`src/rtl/frog_move_ctrl.sv`:
```
// Frogger player controller: button edges -> grid moves, tile resolution, collision respawn, score.
// Optional FROG_LIVES_EN adds a 2-bit lives counter that locks movement once it reaches zero.
module frog_move_ctrl #(
  parameter int c_GAME_WIDTH    = 20,
  parameter int c_GAME_HEIGHT   = 15,
  parameter int c_START_X       = 10,
  parameter int c_START_Y       = 14,
  parameter int c_MOVE_COOLDOWN = 8
) (
  input  logic       i_Clk,
  input  logic       i_Rst,
  input  logic       i_Up_Mvt,
  input  logic       i_Down_Mvt,
  input  logic       i_Left_Mvt,
  input  logic       i_Right_Mvt,
  input  logic       i_Collided,
  input  logic [2:0] i_Bitmap_Data,
`ifdef FROG_LIVES_EN
  output logic [1:0] o_Lives,
`endif
  output logic [5:0] o_Frogger_X,
  output logic [5:0] o_Frogger_Y,
  output logic [6:0] o_Score
);

  localparam int CW = $clog2(c_MOVE_COOLDOWN + 1);

  typedef enum logic {IDLE, CHECK} state_t;

  state_t        state_q, state_d;
  logic [5:0]    x_q, x_d, y_q, y_d;
  logic [5:0]    prev_x_q, prev_x_d, prev_y_q, prev_y_d;
  logic [6:0]    score_q, score_d;
  logic [CW-1:0] cool_q, cool_d;
  logic [3:0]    hist_q, hist_d;
  logic [3:0]    btn, press;
  logic [5:0]    tx, ty;
  logic          move_ok;
  logic          locked;
`ifdef FROG_LIVES_EN
  logic [1:0]    lives_q, lives_d;
`endif

  // Bit order {up, down, left, right}; a press is a 0->1 level change.
  assign btn   = {i_Up_Mvt, i_Down_Mvt, i_Left_Mvt, i_Right_Mvt};
  assign press = btn & ~hist_q;

`ifdef FROG_LIVES_EN
  assign locked = (lives_q == 2'd0);
`else
  assign locked = 1'b0;
`endif

  // Only the highest-priority edge is considered; its target decides legality.
  always_comb begin
    tx      = x_q;
    ty      = y_q;
    move_ok = 1'b0;
    if (press[3]) begin
      ty      = y_q - 6'd1;
      move_ok = (y_q != 6'd0);
    end else if (press[2]) begin
      ty      = y_q + 6'd1;
      move_ok = (y_q != 6'(c_GAME_HEIGHT - 1));
    end else if (press[1]) begin
      tx      = x_q - 6'd1;
      move_ok = (x_q != 6'd0);
    end else if (press[0]) begin
      tx      = x_q + 6'd1;
      move_ok = (x_q != 6'(c_GAME_WIDTH - 1));
    end
  end

  always_comb begin
    state_d  = state_q;
    x_d      = x_q;
    y_d      = y_q;
    prev_x_d = prev_x_q;
    prev_y_d = prev_y_q;
    score_d  = score_q;
    hist_d   = btn;
    cool_d   = (cool_q != '0) ? cool_q - CW'(1) : cool_q;
`ifdef FROG_LIVES_EN
    lives_d  = lives_q;
`endif
    if (i_Collided) begin
      state_d = IDLE;
      x_d     = 6'(c_START_X);
      y_d     = 6'(c_START_Y);
      cool_d  = '0;
`ifdef FROG_LIVES_EN
      if (lives_q != 2'd0) lives_d = lives_q - 2'd1;
`endif
    end else begin
      case (state_q)
        IDLE: begin
          if (move_ok && cool_q == '0 && !locked) begin
            prev_x_d = x_q;
            prev_y_d = y_q;
            x_d      = tx;
            y_d      = ty;
            cool_d   = CW'(c_MOVE_COOLDOWN);
            state_d  = CHECK;
          end
        end
        CHECK: begin
          state_d = IDLE;
          case (i_Bitmap_Data)
            3'd0: begin
              x_d = prev_x_q;
              y_d = prev_y_q;
            end
            3'd2: begin
              x_d = 6'(c_START_X);
              y_d = 6'(c_START_Y);
`ifdef FROG_LIVES_EN
              if (lives_q != 2'd0) lives_d = lives_q - 2'd1;
`endif
            end
            3'd4: begin
              score_d = (score_q == 7'd99) ? 7'd0 : score_q + 7'd1;
              x_d     = 6'(c_START_X);
              y_d     = 6'(c_START_Y);
            end
            default: ;
          endcase
        end
        default: state_d = IDLE;
      endcase
    end
  end

  always_ff @(posedge i_Clk) begin
    if (i_Rst) begin
      state_q  <= IDLE;
      x_q      <= 6'(c_START_X);
      y_q      <= 6'(c_START_Y);
      prev_x_q <= 6'(c_START_X);
      prev_y_q <= 6'(c_START_Y);
      score_q  <= 7'd0;
      cool_q   <= '0;
      hist_q   <= 4'b1111;
`ifdef FROG_LIVES_EN
      lives_q  <= 2'd3;
`endif
    end else begin
      state_q  <= state_d;
      x_q      <= x_d;
      y_q      <= y_d;
      prev_x_q <= prev_x_d;
      prev_y_q <= prev_y_d;
      score_q  <= score_d;
      cool_q   <= cool_d;
      hist_q   <= hist_d;
`ifdef FROG_LIVES_EN
      lives_q  <= lives_d;
`endif
    end
  end

  assign o_Frogger_X = x_q;
  assign o_Frogger_Y = y_q;
  assign o_Score     = score_q;
`ifdef FROG_LIVES_EN
  assign o_Lives     = lives_q;
`endif

endmodule

```
`config.mk`:
```
export PLATFORM = sky130hd
export DESIGN_NAME = frog_move_ctrl
export DESIGN_NICKNAME = d
export VERILOG_FILES = /design/src/rtl/frog_move_ctrl.sv
export SDC_FILE = /design/constraint.sdc
export NUM_CORES = 1
export LEC_CHECK = 0
export BUFFER_PORTS_ARGS = -buffer_cell sky130_fd_sc_hd__buf_4
export CAP_MARGIN = 5
export CORE_UTILIZATION = 60
export CTS_BUF_LIST = sky130_fd_sc_hd__clkbuf_4
export DETAILED_ROUTE_END_ITERATION = 12
export PLACE_DENSITY = 0.82
export SLEW_MARGIN = 0
export SYNTH_ARGS = -nofsm -noshare
export SYNTH_HDL_FRONTEND = slang
export SYNTH_SLANG_ARGS = --single-unit
```
`constraint.sdc`:
```
create_clock -name i_Clk -period 2.7 [get_ports i_Clk]
set_input_delay 0.54 -clock i_Clk [delete_from_list [all_inputs] [get_ports i_Clk]]
set_output_delay 0.54 -clock i_Clk [all_outputs]
set_load 0.01 [all_outputs]
```
==> impl_metrics.env, run 1 <==
export IMPL_synth_edf_count=0
export IMPL_first_iter_violations=177
export IMPL_number_of_placed_i_o_pins=29
export IMPL_p_switching_mw=0.383
export IMPL_netlist_top_cells_area="sky130_fd_sc_hd__dfxtp_1 (34%), sky130_fd_sc_hd__ha_1 (5.4%), sky130_fd_sc_hd__nor2_1 (4.2%), sky130_fd_sc_hd__nand2_1 (2.9%), sky130_fd_sc_hd__xor2_1 (2.6%)"
export IMPL_max_cap_violations=0
export IMPL_setup_viol_count_final=0
export IMPL_cts_clk_slew_worst_paths_ps=130
export IMPL_synth_seq_area_share_pct=34.5
export IMPL_cp_cell_sequence="nand2b_4, clkinv_1, ha_1, a211oi_1, o21bai_1, a2111oi_0, a221oi_1, a21oi_1"
export IMPL_timing_critical_path_arrival_ps=2480
export IMPL_dieArea_sq_mm=0.00412
export IMPL_detailedPlacementHpwl_um=3820
export IMPL_grt_usage_pct=28.7
export IMPL_fp_coreArea_sq_mm=0.00369
export IMPL_setup_worst_path_end_class="flip-flop"
export IMPL_port_buffers=28
export IMPL_synth_cell_type_count=61
export IMPL_totalPowerFinal_mw=1.30
export IMPL_placement_rows=22
export IMPL_aggregate_negative_setup_slack_ps=0
export IMPL_setup_worst_path_start_class="flip-flop"
export IMPL_vdd_ir_drop_max_v=0.000338
export IMPL_clockRootBuffer="sky130_fd_sc_hd__clkbuf_4"
export IMPL_final_nets=315
export IMPL_clock_power_share_pct=31.7
export IMPL_total_length_of_routed_wires_um=5350
export IMPL_worst_slew_margin_rel_pct=59.7
export IMPL_worst_slack_ps=521
export IMPL_synthDominantCellAreaShare_pct=34.5
export IMPL_clock_tree_htree_level_count=2
export IMPL_final_max_slew_viol_count=0
export IMPL_post_synth_instance_area_sq_mm=0.00232
export IMPL_syn_instance_count=259
export IMPL_diodes=0
export IMPL_cts_resized=0
export IMPL_cellLeakagePower_nw=1.10
export IMPL_grt_setup_unrepaired="false"
export IMPL_dpl_worst_slack_ps=257
export IMPL_fin_cells=342
export IMPL_latest_clock_arrival_within_the_worst_skew_pair_ps=360
export IMPL_final_setup_skew_ps=11.8
export IMPL_status="finished, final reports clean"
export IMPL_ctsLongestPathBuffers=2
export IMPL_min_period_over_period_pct=80.7
export IMPL_timing_fmax_ghz=0.459
export IMPL_placedCellCount=334
export IMPL_worst_ep_required_time_ps=3010
export IMPL_clock_sinks=40
export IMPL_netlist_top_cell_by_area="sky130_fd_sc_hd__dfxtp_1"
export IMPL_overflow=0
export IMPL_design_area_sq_mm=0.00269
export IMPL_drive_gt1_share_pct=23.8
export IMPL_worst_setup_path_type="reg -> reg"
export IMPL_place_gp_congestion=0.911
export IMPL_switching_share_of_power_pct=29.6
export IMPL_cts_hold_repair_buffers=0
export IMPL_worstPathMaxFanout=6
export IMPL_initial_utilization_pct=63.0
export IMPL_detailed_place_area_sq_mm=0.00261
export IMPL_synth_cells_most_frequent="sky130_fd_sc_hd__dfxtp_1 (40), sky130_fd_sc_hd__nor2_1 (26), sky130_fd_sc_hd__nand2_1 (18)"
export IMPL_number_of_buffers_created_by_cts=5
export IMPL_p_seq_share_pct=48.4
export IMPL_pin_count_of_the_biggest_net_entering_global_routing=21
export IMPL_num_vias=2097
export IMPL_area_growth_pct=15.9
export IMPL_drtAntennaViolNets=0
export IMPL_comb_power_share_pct=20.0
export IMPL_worst_hold_path_type="in -> reg"
export IMPL_worst_path_largest_cell_delay_ps=440
export IMPL_cell_with_the_most_instances_after_synthesis="sky130_fd_sc_hd__dfxtp_1"
export IMPL_drc_errors=0
export IMPL_postSynthAreaPerCell_sq_um=8.97
export IMPL_synth_net_count=281
export IMPL_vias_per_cell=6.13
export IMPL_tightest_pin_transition_ps=603
export IMPL_ys_async_sr_fraction_pct=0
export IMPL_period_needed_ps=2180
export IMPL_final_hold_violation_count=0
export IMPL_detail_route_first_pass_iterations=4
export IMPL_postSynthRegisterBits=40
export IMPL_buffers_inserted_by_post_cts_timing_repair=0
export IMPL_initial_antenna_violation_count=0
export IMPL_critical_path_slowest_cell="sky130_fd_sc_hd__a2111oi_0"
export IMPL_internal_power_mw=0.913
export IMPL_die_height_um=64.2
export IMPL_number_of_global_route_vias_before_repair=1940
export IMPL_die_x_um=64.2
export IMPL_yosys_warnings=0
export IMPL_nFillCells=304
export IMPL_wl_per_cell_um=15.6
export IMPL_pwr_density_cell_mw_per_mm2=481
export IMPL_synth_top_flop_cell="sky130_fd_sc_hd__dfxtp_1"
export IMPL_cts_tree="built"
export IMPL_global_route_wire_length_before_repair_um=9020
-- flip-flops by register name, summed over array words and instances, names as in the netlist --
name         flops
o_Frogger_Y      6
prev_y_q         6
prev_x_q         6
o_Score          7
cool_q           4
o_Frogger_X      6
hist_q           4
state_q          1
-- critical path: cells and delay by family, from the launching register on --
kind / cells / cell delay, ps
simple gates: 1 / 130
compound gates: 5 / 1140
flops: 1 / 330
buf+inv: 1 / 180
fa+ha+maj: 1 / 350
-- metrics by stage --
step	hold WS [ps]	util [%]
final	355	73.0
after global routing	341	73.0
after CTS	355	73.0
after detailed placement	452	70.8
after global placement	444	70.8
after floorplan	435	-
-- area by class of cell --
cell class | instances | area [sq um] | share of cell area, %
Inverter | 10 | 37.5 | 1.39
Sequential cell | 40 | 801 | 29.8
Clock inverter | 3 | 42.5 | 1.58
Tap cell | 48 | 60.1 | 2.23
Multi-Input combinational cell | 200 | 1440 | 53.6
Clock buffer | 5 | 37.5 | 1.39
Timing Repair Buffer | 36 | 270 | 10.0
-- cell usage in the layout (no fill, tap or decap), drive strengths merged, types with 7 or more instances in the layout --
| cell | instances |
|---|---|
| nand2 | 18 |
| dfxtp | 40 |
| buf | 36 |
| nor3 | 13 |
| ha | 10 |
| xor2 | 7 |
| a211oi | 7 |
| nor2 | 26 |
| a21oi | 8 |
| inv | 9 |
| nor4 | 7 |
-- cell families after synthesis --
kind of cell / share of synthesized area, %
AO/OA/AOI/OAI: 22.3
flip-flops: 34.5
XOR/XNOR: 4.53
adder cells (fa/ha/maj): 7.11
AND/OR/NAND/NOR: 25.1
multiplexers: 3.07
buffers and inverters: 3.39
-- final timing paths --
check	depth (start not counted)	from	slack, ps	endpoint
max	8	hist_q[3]	520	o_Frogger_Y[5]
min reg2reg	2	prev_x_q[5]	470	prev_x_q[5]
min	2	i_Right_Mvt	350	hist_q[0]
max reg2reg	8	hist_q[3]	520	o_Frogger_Y[5]
-- per-layer routing --
metal | up-vias | wire (um) | GRT usage, %
met5 | - | 0 | 0
met4 | 0 | 80 | 11.1
met3 | 11 | 385 | 7.32
met2 | 73 | 2460 | 47.1
met1 | 974 | 2420 | 36.1
li1 | 1039 | - | -
-- power by group through the flow --
stage / clock (mW) / combinational [mW] / sequential [mW]
global placement: 0 / 0.249 / 0.639
global route: 0.449 / 0.288 / 0.630
finish: 0.410 / 0.259 / 0.627
detailed placement: 0 / 0.254 / 0.640
CTS: 0.415 / 0.256 / 0.627
floorplan: 0 / 0.181 / 0.639
Power figures use the tool's default switching activity.
==> run 2, diff against run 1 <==
==> constraint.sdc (replaced) <==
create_clock -name i_Clk -period 2.1 [get_ports i_Clk]
set_input_delay 0.42 -clock i_Clk [delete_from_list [all_inputs] [get_ports i_Clk]]
set_output_delay 0.42 -clock i_Clk [all_outputs]
set_load 0.01 [all_outputs]
==> run 2 against run 1 <==
Cell count grew 5.0%. Clock-buffer cell count grew 1. Combinational power grew 41%. Highest routed layer unchanged.
==> impl_metrics.env, run 2 (synthesis gave the netlist of run 1 again) <==
export IMPL_fp_coreArea_sq_mm=0.00369
export IMPL_dieArea_sq_mm=0.00412
export IMPL_worst_slack_ps=120
export IMPL_initial_antenna_violation_count=0
export IMPL_final_nets=332
export IMPL_largest_register_ff_count=7
export IMPL_period_needed_ps=1980
export IMPL_detailedPlacementHpwl_um=4120
export IMPL_cp_cell_sequence="nor3_4, a211oi_4, nor4_4, buf_4, nor3_2, mux2i_1"
export IMPL_clock_tree_htree_level_count=2
export IMPL_cts_clk_slew_worst_paths_ps=130
export IMPL_place_gp_congestion=0.832
export IMPL_number_of_global_route_vias_before_repair=2095
export IMPL_pin_count_of_the_biggest_net_entering_global_routing=21
export IMPL_first_iter_violations=149
export IMPL_multi_input_area_sq_mm=0.00147
export IMPL_design_area_sq_mm=0.00284
export IMPL_setup_worst_path_start_class="flip-flop"
export IMPL_wl_per_cell_um=15.8
export IMPL_setup_viol_count_final=0
export IMPL_die_x_um=64.2
export IMPL_port_buffers=28
export IMPL_sequential_cell_area_sq_um=801
export IMPL_critical_path_slowest_cell="sky130_fd_sc_hd__dfxtp_1"
export IMPL_number_of_buffers_created_by_cts=5
export IMPL_finalCoreUtilization_pct=77.1
export IMPL_total_length_of_routed_wires_um=5670
export IMPL_status="finished, final reports clean"
export IMPL_clockRootBuffer="sky130_fd_sc_hd__clkbuf_4"
export IMPL_max_cap_violations=0
export IMPL_ctsLongestPathBuffers=2
export IMPL_grt_usage_pct=30.7
export IMPL_latest_clock_arrival_within_the_worst_skew_pair_ps=370
export IMPL_pwr_density_cell_mw_per_mm2=598
export IMPL_final_max_slew_viol_count=0
export IMPL_detail_route_first_pass_iterations=4
export IMPL_vias_per_cell=6.05
export IMPL_min_period_over_period_pct=94.3
export IMPL_hold_slack_ps=236
export IMPL_worstPathMaxFanout=9
export IMPL_worst_setup_path_type="reg -> reg"
export IMPL_mostFrequentLayoutCells="sky130_fd_sc_hd__buf_4 (53), sky130_fd_sc_hd__dfxtp_1 (40), sky130_fd_sc_hd__nor2_1 (26), sky130_fd_sc_hd__nand2_1 (18), sky130_fd_sc_hd__nor3_1 (11)"
export IMPL_totalPowerFinal_mw=1.70
export IMPL_overflow=0
export IMPL_final_setup_skew_ps=13.8
export IMPL_drive_gt1_share_pct=29.6
export IMPL_timing_critical_path_arrival_ps=2270
export IMPL_initial_utilization_pct=63.0
export IMPL_cts_hold_repair_buffers=0
export IMPL_detailed_place_area_sq_mm=0.00274
export IMPL_area_growth_pct=22.5
export IMPL_number_of_placed_i_o_pins=29
export IMPL_die_height_um=64.2
export IMPL_num_vias=2173
export IMPL_global_route_wire_length_before_repair_um=9690
export IMPL_worst_ep_required_time_ps=2390
export IMPL_drtAntennaViolNets=0
export IMPL_drc_errors=0
export IMPL_setup_worst_path_end_class="flip-flop"
export IMPL_timing_fmax_ghz=0.505
export IMPL_placement_rows=22
export IMPL_cts_tree="built"
export IMPL_dpl_worst_slack_ps=-77.2
export IMPL_critical_path_top_delay_family="simple AND/OR/NAND/NOR gates"
export IMPL_clock_sinks=40
export IMPL_worst_path_largest_cell_delay_ps=510
export IMPL_worst_hold_path_type="in -> reg"
export IMPL_cellLeakagePower_nw=1.20
export IMPL_grt_setup_unrepaired="false"
export IMPL_worst_path_buf_inv=1
export IMPL_diodes=0
export IMPL_final_hold_violation_count=0
export IMPL_mostFrequentLayoutCell="sky130_fd_sc_hd__buf_4"
export IMPL_worst_slew_margin_rel_pct=64.7
export IMPL_tightest_pin_transition_ps=527
export IMPL_vdd_ir_drop_max_v=0.000355
export IMPL_nFillCells=282
run 2: cell count changes in the layout (fill, tap and decap cells not counted), sizes merged:
| cell | delta |
|---|---|
| buf | +17 |
| clkbuf | +1 |
| clkinvlp | -1 |
run 2: worst paths after layout:
path             startpoint     endpoint  slack, ps  depth (start not counted)
min             i_Right_Mvt    hist_q[0]        240                          2
max          o_Frogger_X[2]  prev_y_q[2]        120                          6
min reg2reg     prev_x_q[5]  prev_x_q[5]        480                          2
max reg2reg  o_Frogger_X[2]  prev_y_q[2]        120                          6
run 2: power breakdown:
| group | switching, mW | internal (mW) | total (mW) |
|---|---|---|---|
| Sequential | 0.0253 | 0.783 | 0.808 |
| Combinational | 0.199 | 0.166 | 0.364 |
| Clock | 0.266 | 0.262 | 0.529 |
run 2: layout make-up:
type / instances / share of cell area (%)
clock inverters: 2 / 1.23
clock buffers: 6 / 1.58
well taps: 48 / 2.11
inverters: 10 / 1.36
multi-input cells: 200 / 51.6
flip-flops and latches: 40 / 28.2
repair buffers: 53 / 14.0
run 2: timing repair:
action | 4_1_cts | 5_1_grt
endpoints found under the setup margin | 0 | 2
gates resized for setup | 0 | 5
setup buffers | 0 | 0
run 2: per-stage QoR:
| stage | setup TNS (ps) | cells |
|---|---|---|
| floorplan | 0 | 259 |
| global placement | -18.8 | 351 |
| detailed placement | -158 | 351 |
| CTS | 0 | 359 |
| global route | 0 | 359 |
| finish | 0 | 359 |
run 2: routing by layer:
layer  wire length, um  vias up  share of wire (%)  global-route usage [%]
met5                 0        -                  0                       0
li1                  -     1078                  -                       -
met1              2540     1013                 45                    37.1
met4                57        0                1.0                    11.7
met3               315        9                5.6                    6.96
met2              2760       73                 49                    52.9
